`src/rtl/telemetry_uart_tx_if.sv`:
```
// Snapshot handshake between the flight controller (master) and the
// telemetry transmitter (slave): one valid/ready pair plus four 16-bit words.
interface telemetry_uart_tx_if;
    logic        frame_valid;
    logic        frame_ready;
    logic [15:0] word0;
    logic [15:0] word1;
    logic [15:0] word2;
    logic [15:0] word3;

    modport master (
        output frame_valid, word0, word1, word2, word3,
        input  frame_ready
    );

    modport slave (
        input  frame_valid, word0, word1, word2, word3,
        output frame_ready
    );
endinterface

```
`src/rtl/telemetry_uart_tx.sv`:
```
// Framed 8N1 telemetry transmitter: header, sequence number, four big-endian
// words and an additive checksum, sent back-to-back as one 11-byte frame.
module telemetry_uart_tx #(
    parameter int unsigned CLK_FREQ  = 50000000,
    parameter int unsigned BAUD      = 115200,
    parameter logic [7:0]  HEADER    = 8'hA5,
    parameter int unsigned STOP_BITS = 1
) (
    input  logic                clk,
    input  logic                rst_n,
    telemetry_uart_tx_if.slave  bus,
    output logic                TxD,
    output logic                busy,
    output logic                frame_done,
    output logic [7:0]          seq
);
    localparam int unsigned BAUD_DIV  = (CLK_FREQ + BAUD / 2) / BAUD;
    localparam int unsigned BW        = (BAUD_DIV > 1) ? $clog2(BAUD_DIV) : 1;
    localparam logic [BW-1:0] BAUD_LAST = BW'(BAUD_DIV - 1);
    localparam logic        STOP_LAST = (STOP_BITS == 2) ? 1'b1 : 1'b0;

    typedef enum logic [2:0] {
        IDLE  = 3'd0,
        START = 3'd1,
        DATA  = 3'd2,
        STOP  = 3'd3,
        DONE  = 3'd4
    } state_t;

    state_t         state_r;
    logic [BW-1:0]  baud_cnt_r;
    logic [2:0]     bit_cnt_r;
    logic [3:0]     byte_idx_r;
    logic           stop_cnt_r;
    logic [6:0]     shift_r;
    logic           ready_r;
    logic [7:0]     seq_cap_r;
    logic [15:0]    w0_r;
    logic [15:0]    w1_r;
    logic [15:0]    w2_r;
    logic [15:0]    w3_r;
    logic [7:0]     cur_byte_s;
    logic [7:0]     checksum_s;
    logic           baud_end_s;

    function automatic logic [7:0] frame_checksum(
        input logic [7:0]  s,
        input logic [15:0] a,
        input logic [15:0] b,
        input logic [15:0] c,
        input logic [15:0] d
    );
        return s + a[15:8] + a[7:0] + b[15:8] + b[7:0]
                 + c[15:8] + c[7:0] + d[15:8] + d[7:0];
    endfunction

    assign checksum_s      = frame_checksum(seq_cap_r, w0_r, w1_r, w2_r, w3_r);
    assign baud_end_s      = (baud_cnt_r == BAUD_LAST);
    assign bus.frame_ready = ready_r;

    // Select the byte currently being serialised from the captured snapshot.
    always_comb begin
        cur_byte_s = HEADER;
        case (byte_idx_r)
            4'd0:    cur_byte_s = HEADER;
            4'd1:    cur_byte_s = seq_cap_r;
            4'd2:    cur_byte_s = w0_r[15:8];
            4'd3:    cur_byte_s = w0_r[7:0];
            4'd4:    cur_byte_s = w1_r[15:8];
            4'd5:    cur_byte_s = w1_r[7:0];
            4'd6:    cur_byte_s = w2_r[15:8];
            4'd7:    cur_byte_s = w2_r[7:0];
            4'd8:    cur_byte_s = w3_r[15:8];
            4'd9:    cur_byte_s = w3_r[7:0];
            4'd10:   cur_byte_s = checksum_s;
            default: cur_byte_s = 8'hFF;
        endcase
    end

    // Frame FSM with registered line and status outputs.
    always_ff @(posedge clk or negedge rst_n) begin
        if (!rst_n) begin
            state_r    <= IDLE;
            baud_cnt_r <= '0;
            bit_cnt_r  <= 3'd0;
            byte_idx_r <= 4'd0;
            stop_cnt_r <= 1'b0;
            shift_r    <= 7'd0;
            ready_r    <= 1'b1;
            seq_cap_r  <= 8'd0;
            w0_r       <= 16'd0;
            w1_r       <= 16'd0;
            w2_r       <= 16'd0;
            w3_r       <= 16'd0;
            TxD        <= 1'b1;
            busy       <= 1'b0;
            frame_done <= 1'b0;
            seq        <= 8'd0;
        end else begin
            case (state_r)
                // DONE also accepts, which gives a single idle-high cycle between frames.
                IDLE, DONE: begin
                    frame_done <= 1'b0;
                    TxD        <= 1'b1;
                    baud_cnt_r <= '0;
                    bit_cnt_r  <= 3'd0;
                    byte_idx_r <= 4'd0;
                    stop_cnt_r <= 1'b0;
                    if (bus.frame_valid) begin
                        seq_cap_r <= seq;
                        w0_r      <= bus.word0;
                        w1_r      <= bus.word1;
                        w2_r      <= bus.word2;
                        w3_r      <= bus.word3;
                        ready_r   <= 1'b0;
                        busy      <= 1'b1;
                        TxD       <= 1'b0;
                        state_r   <= START;
                    end else begin
                        ready_r <= 1'b1;
                        busy    <= 1'b0;
                        state_r <= IDLE;
                    end
                end
                START: begin
                    if (baud_end_s) begin
                        baud_cnt_r <= '0;
                        bit_cnt_r  <= 3'd0;
                        TxD        <= cur_byte_s[0];
                        shift_r    <= cur_byte_s[7:1];
                        state_r    <= DATA;
                    end else begin
                        baud_cnt_r <= baud_cnt_r + 1'b1;
                    end
                end
                DATA: begin
                    if (baud_end_s) begin
                        baud_cnt_r <= '0;
                        if (bit_cnt_r == 3'd7) begin
                            TxD        <= 1'b1;
                            stop_cnt_r <= 1'b0;
                            state_r    <= STOP;
                        end else begin
                            bit_cnt_r <= bit_cnt_r + 3'd1;
                            TxD       <= shift_r[0];
                            shift_r   <= {1'b0, shift_r[6:1]};
                        end
                    end else begin
                        baud_cnt_r <= baud_cnt_r + 1'b1;
                    end
                end
                STOP: begin
                    if (baud_end_s) begin
                        baud_cnt_r <= '0;
                        if (stop_cnt_r == STOP_LAST) begin
                            stop_cnt_r <= 1'b0;
                            if (byte_idx_r == 4'd10) begin
                                byte_idx_r <= 4'd0;
                                frame_done <= 1'b1;
                                busy       <= 1'b0;
                                ready_r    <= 1'b1;
                                seq        <= seq + 8'd1;
                                state_r    <= DONE;
                            end else begin
                                byte_idx_r <= byte_idx_r + 4'd1;
                                TxD        <= 1'b0;
                                state_r    <= START;
                            end
                        end else begin
                            stop_cnt_r <= 1'b1;
                        end
                    end else begin
                        baud_cnt_r <= baud_cnt_r + 1'b1;
                    end
                end
                default: begin
                    state_r    <= IDLE;
                    TxD        <= 1'b1;
                    busy       <= 1'b0;
                    ready_r    <= 1'b1;
                    frame_done <= 1'b0;
                    baud_cnt_r <= '0;
                    bit_cnt_r  <= 3'd0;
                    byte_idx_r <= 4'd0;
                    stop_cnt_r <= 1'b0;
                end
            endcase
        end
    end
endmodule
```
`src/flat_wrapper.sv`:
```
// flat-port wrapper written by rule: the top's interface ports become plain ports
module telemetry_uart_tx_flat 
#(
    parameter int unsigned CLK_FREQ  = 50000000,
    parameter int unsigned BAUD      = 115200,
    parameter logic [7:0]  HEADER    = 8'hA5,
    parameter int unsigned STOP_BITS = 1
)
  (clk, rst_n, TxD, busy, frame_done, seq, bus_frame_valid, bus_word0, bus_word1, bus_word2, bus_word3, bus_frame_ready);
  telemetry_uart_tx_if bus_i ();
  input  logic clk;
  input  logic rst_n;
  output logic TxD;
  output logic busy;
  output logic frame_done;
  output logic [7:0] seq;
  input wire logic [$bits(bus_i.frame_valid)-1:0] bus_frame_valid;
  input wire logic [$bits(bus_i.word0)-1:0] bus_word0;
  input wire logic [$bits(bus_i.word1)-1:0] bus_word1;
  input wire logic [$bits(bus_i.word2)-1:0] bus_word2;
  input wire logic [$bits(bus_i.word3)-1:0] bus_word3;
  output wire logic [$bits(bus_i.frame_ready)-1:0] bus_frame_ready;
  assign bus_i.frame_valid = bus_frame_valid;
  assign bus_i.word0 = bus_word0;
  assign bus_i.word1 = bus_word1;
  assign bus_i.word2 = bus_word2;
  assign bus_i.word3 = bus_word3;
  assign bus_frame_ready = bus_i.frame_ready;
  telemetry_uart_tx #(.CLK_FREQ(CLK_FREQ), .BAUD(BAUD), .HEADER(HEADER), .STOP_BITS(STOP_BITS)) u_core (.clk(clk), .rst_n(rst_n), .bus(bus_i), .TxD(TxD), .busy(busy), .frame_done(frame_done), .seq(seq));
endmodule
```
`config.mk`:
```
export PLATFORM = sky130hd
export DESIGN_NAME = telemetry_uart_tx_flat
export DESIGN_NICKNAME = d
export VERILOG_FILES = /design/src/rtl/telemetry_uart_tx_if.sv /design/src/rtl/telemetry_uart_tx.sv /design/src/flat_wrapper.sv
export SDC_FILE = /design/constraint.sdc
export NUM_CORES = 1
export LEC_CHECK = 0
export BUFFER_PORTS_ARGS = -buffer_cell sky130_fd_sc_hd__buf_4
export CORE_UTILIZATION = 60
export DETAILED_ROUTE_END_ITERATION = 7
export PLACE_DENSITY = 0.82
export SKIP_LAST_GASP = 1
export SLEW_MARGIN = 20
export SYNTH_ARGS = -nofsm -noshare
export SYNTH_HDL_FRONTEND = slang
export SYNTH_SLANG_ARGS = --single-unit
```
`constraint.sdc`:
```
create_clock -name clk -period 9.75 [get_ports clk]
set_input_delay 0.4875 -clock clk [delete_from_list [all_inputs] [get_ports clk]]
set_output_delay 0.4875 -clock clk [all_outputs]
set_load 0.02 [all_outputs]
```
# Word level (Yosys, flattened, before mapping)
# Cells that the tools add are included.
[word_totals]
ff_bits = 111
latch_bits = 0
ramBits = 0
mem_bits_ro = 0
out_inout_bits = 12
mem_count = 0
[op_classes]
add_sub_neg = 12
mul = 0
div_mod_pow = 0
order_cmp = 0
eq_ne = 24
n_shift = 0
mux = 46
bitwise_logic = 4
n_reduce_logical = 15
[op_table]
columns = ["op", "count"]
rows = [
  ["$pmux 8 s11", 1],
  ["$add 8x8->8", 8],
  ["$mux 3", 9],
  ["$mux 7", 3],
  ["$reduce_and 4->1", 5],
  ["$mux 1", 19],
  ["$mux 9", 2],
  ["$eq 4x3->1 const B", 4],
  ["$pmux 7 s2", 1],
  ["$eq 4x4->1 const B", 3],
  ["$mux 4", 3],
  ["$pmux 3 s4", 1],
  ["$ne 2x1->1 const B", 5],
  ["$reduce_and 5->1", 2],
  ["$add 9x1->9 const B", 1],
  ["$eq 9x9->1 const B", 1],
  ["$pmux 1 s3", 3],
  ["$pmux 3 s3", 1],
  ["$add 8x1->8 const B", 1],
  ["$eq 4x2->1 const B", 2],
  ["$pmux 4 s2", 1],
  ["$eq 3x2->1 const B", 2],
  ["$eq 3x3->1 const B", 2],
  ["$ne 2x2->1 const B", 3],
  ["14 further kinds", 18],
]

# Logic depth before layout (Yosys ltp)
[depth]
ltp_word = 11
mapped_depth = 16
ltp_nobuf = 16

# Least setup slack after synthesis
# No wires, ideal clock.
[synth_path]
kind = "register to register"
start = "reg u_core.w3_r[2]"
end = "reg u_core.shift_r[5]"
arrival_time_ns = 3.785
t_required_ns = 9.629
path_slack_ns = 5.844
stages_incl_launch_ff = 17
synth_period_minus_slack_ns = 3.906
cell_sequence = "dfrtp_1 -> inv_1 -> fa_1 -> inv_1 -> fa_1 -> fa_1 -> inv_1 -> fa_1 -> inv_1 -> ha_1 -> inv_1 -> fa_1 -> o21ai_0 -> a21oi_1 -> xor2_1 -> o221ai_1 -> a22o_1"
[synth_via]
elab_chain_len = 4
[synth_rtl]
columns = ["item", "line_no", "text"]
rows = [
  ["from (decl)", "telemetry_uart_tx.sv:41", "logic [15:0] w3_r;"],
  ["from (signal assigned)", "telemetry_uart_tx.sv:114", "w3_r <= bus.word3;"],
  ["$add 8x8->8", "telemetry_uart_tx.sv:54", "+ c[15:8] + c[7:0] + d[15:8] + d[7:0];"],
  ["$pmux 8 s11", "telemetry_uart_tx.sv:64", "case (byte_idx_r)"],
  ["$mux 7", "telemetry_uart_tx.sv:126", "if (baud_end_s) begin"],
  ["$pmux 7 s2", "telemetry_uart_tx.sv:100", "case (state_r)"],
  ["to (signal assigned)", "telemetry_uart_tx.sv:130", "shift_r <= cur_byte_s[7:1];"],
  ["to (signal assigned)", "telemetry_uart_tx.sv:146", "shift_r <= {1'b0, shift_r[6:1]};"],
  ["to (decl)", "telemetry_uart_tx.sv:35", "logic [6:0] shift_r;"],
]
# No other way between the ends. The select of a mux whose other input is x is not followed.
# A chain may end at the register's enable or synchronous reset.

# Final worst setup path
[layout_path]
start = "reg u_core.w3_r[2]"
end = "reg u_core.shift_r[3]"
# Same word-level chain as after synthesis.

==> metrics.txt <==
status=finished, final reports clean; post_cts resized=0; DP Wirelength=12,000 µm; number of port buffers=78; FF-to-FF path depth=16; Reg2Reg Setup Slack=5.58 ns; Slew HR=28.4%; main combinational cell family by area after synthesis=adder cells; largest net degree at the start of global routing=101; Finish-stage setup viols=0; most area-hungry cell type in the Yosys netlist=dfrtp_1; Syn-to-layout area delta=13.5%; Yosys cell types=64; fin cells=851; RSZ-0062 raised after global routing=no; wire per inst=19.0 µm; initial core utilization=62.1%; clock sinks=110; Die Width=109 µm; CP top delay family=adder cells; Skew-Pair Late Insertion Delay=0.36 ns; placer congestion estimate=0.933; cts hold-fix bufs=0; Cell Rows=38; GRT Util Overall=31.0%; Max FO, Critical Path=2; Die Ht=109 µm; most frequent cells in the layout=dfrtp_1, buf_4, inv_1; post-CTS setup buffers=0; CP Class=flip-flop to flip-flop; Via Count=4,953; synth top area cells=dfrtp_1, fa_1, mux2_2; mapped cell area=6830 µm²; Clock transition at path regs=0.07 ns; Crit-path slowest cell=fa_1; Hold Path Class=input port to async pin; placed cells=835; Worst-Margin Slew=1.07 ns; syn_area_per_cell=10.6 µm²; Post-Synthesis Cells=645; EDFF count, synth=0; setup_tns=0 ns; TritonCTS Buffers=9; Pleak=3.75 nW; Synth Area in Simple Gates=11.3%; most common cell after layout, fill and taps aside=dfrtp_1; DRT Pass-1 Iters=5; remaining antenna violation count after routing=0; num ports=79; final net count=831; CP Capture Type=flip-flop; crit start category=flip-flop; slowest stage delay, CP=0.55 ns; PwrDens=110 nW/µm²; initial DRC count=354; initial antenna violation count=0; Worst EP arrival=4.40 ns; post-route DRC violation count=0; Req. time, crit path=9.97 ns; final WL=16,200 µm; core footprint=11,000 µm²; utilization after layout=70.5%; compound-gate portion of the synthesized area=11.6%; final slew viol count=0; Critical Path, Cell by Cell=inv_1 > fa_1 > inv_1 > fa_1 > fa_1 > inv_1 > fa_1 > inv_1 > ha_1 > inv_1 > fa_1 > xnor2_1 > a221oi_1 > o221ai_1 > o21ai_0 > o21ai_0; CTS tree=done; syn nets=770; RR Endpoint=u_core.shift_r[3]; XOR/XNOR Fraction of Synth Area=4.36%; gr ovfl total=0; warnings from Yosys=0; final hold vios=0; vias in the first global route=5,188; Worst Skew=0.0108 ns; Clock Path Buffers=2; Final Cycle Share=42.8%; Yosys top cell area share=39.6%; post-layout min period=4.17 ns; ys flop type=dfrtp_1; number of synthesized register bits=110; post-synthesis mux area share=10.3%; Clock Tree Root=clkbuf_16; Via density=5.82; maximum clock frequency=240 MHz; H-Tree Depth=3; worst r2r src=u_core.w3_r[2]; Adder-Cell Fraction of Synth Area=15.6%; async set-or-reset flop fraction in the synthesized netlist=100%; first-pass GRT wire length=26,800 µm; sequential-to-total area share from yosys stat=40.4%; Max-Cap Viols=0; share of cells above drive strength 1=24.1%; die area=11,800 µm²; VDD IR-drop max=0.000201 V; CP bufs+invs=5; # diodes=0
cell usage after synthesis, types with 2 or more instances:
| cell | count |
|---|---|
| nor2b_1 | 10 |
| o221ai_1 | 2 |
| dfrtp_1 | 108 |
| mux2_2 | 58 |
| clkbuf_1 | 11 |
| a21o_1 | 2 |
| mux2i_1 | 5 |
| xnor2_1 | 26 |
| o32a_1 | 2 |
| nor2_1 | 31 |
| a21oi_1 | 23 |
| xor2_1 | 8 |
| nor3_1 | 5 |
| a311o_1 | 2 |
| a22o_1 | 10 |
| and2_1 | 2 |
| o22ai_1 | 8 |
| a32o_1 | 2 |
| ha_1 | 13 |
| nor3b_1 | 2 |
| buf_2 | 18 |
| a32oi_1 | 3 |
| dfstp_2 | 2 |
| nand3_1 | 10 |
| a31oi_1 | 2 |
| o31ai_1 | 2 |
| fa_1 | 45 |
| inv_1 | 78 |
| a22oi_1 | 8 |
| and3_1 | 5 |
| o21ai_0 | 45 |
| nand4_1 | 2 |
| nand3b_1 | 3 |
| nand2b_1 | 6 |
| nand2_1 | 56 |
| nand3_2 | 2 |
through the flow:
step                      power, mW  instance area [µm²]  hold slack [ns]  worst slack, ns
after floorplan               0.465                 6830            0.192             5.84
after global placement        0.494                 7460            0.463             5.68
after detailed placement      0.495                 7460            0.465             5.59
after CTS                     0.857                 7750            0.199             5.57
after global routing          0.877                 7750            0.220             5.34
final                         0.850                 7750            0.177             5.58
sequential cells by signal (all words and copies together), names as in the netlist, 3 cells and up:
register	cells
u_core.w3_r	16
u_core.seq_cap_r	8
u_core.state_r	3
u_core.seq	8
u_core.w1_r	16
u_core.bit_cnt_r	3
u_core.w0_r	16
u_core.shift_r	7
u_core.byte_idx_r	4
u_core.w2_r	16
u_core.baud_cnt_r	9
power breakdown:
| part | internal, mW | leakage (nW) | switching, mW |
|---|---|---|---|
| Combinational | 0.0168 | 2.22 | 0.0126 |
| Clock | 0.198 | 0.143 | 0.167 |
| Sequential | 0.456 | 1.39 | 0 |
logic make-up (layout without fill, tap and decap cells):
kind of cell             after synthesis  after routing
AO/OA/AOI/OAI                        122            122
XOR/XNOR                              34             34
adder cells (fa/ha/maj)               58             58
buffers and inverters                110            176
flip-flops                           110            110
multiplexers                          63             63
AND/OR/NAND/NOR                      148            148
routing by layer:
layer	share of wire, %	track usage, %	vias up
li1	-	-	2280
met1	43	40.6	2470
met2	47	48.5	168
met3	6.6	8.37	35
met4	3.3	13.8	0
met5	0	0	-
worst max path at each step:
stage | depth (start not counted) | end | slack, ns | from
after floorplan | 16 | u_core.shift_r[5] | 5.84 | u_core.w3_r[2]
after global placement | 16 | u_core.shift_r[5] | 5.68 | u_core.w3_r[2]
after detailed placement | 15 | u_core.shift_r[6] | 5.59 | u_core.w3_r[3]
after CTS | 15 | u_core.shift_r[6] | 5.57 | u_core.w3_r[3]
after global routing | 16 | u_core.shift_r[3] | 5.34 | u_core.w3_r[2]
final | 16 | u_core.shift_r[3] | 5.58 | u_core.w3_r[2]
final cells by class:
type	count	area, µm²
flip-flops and latches	110	2760
inverters	78	293
clock buffers	11	233
repair buffers	82	616
multi-input cells	425	3620
clock inverters	5	50.0
well taps	140	175
fillers	811	3240
Power figures use the tool's default switching activity.
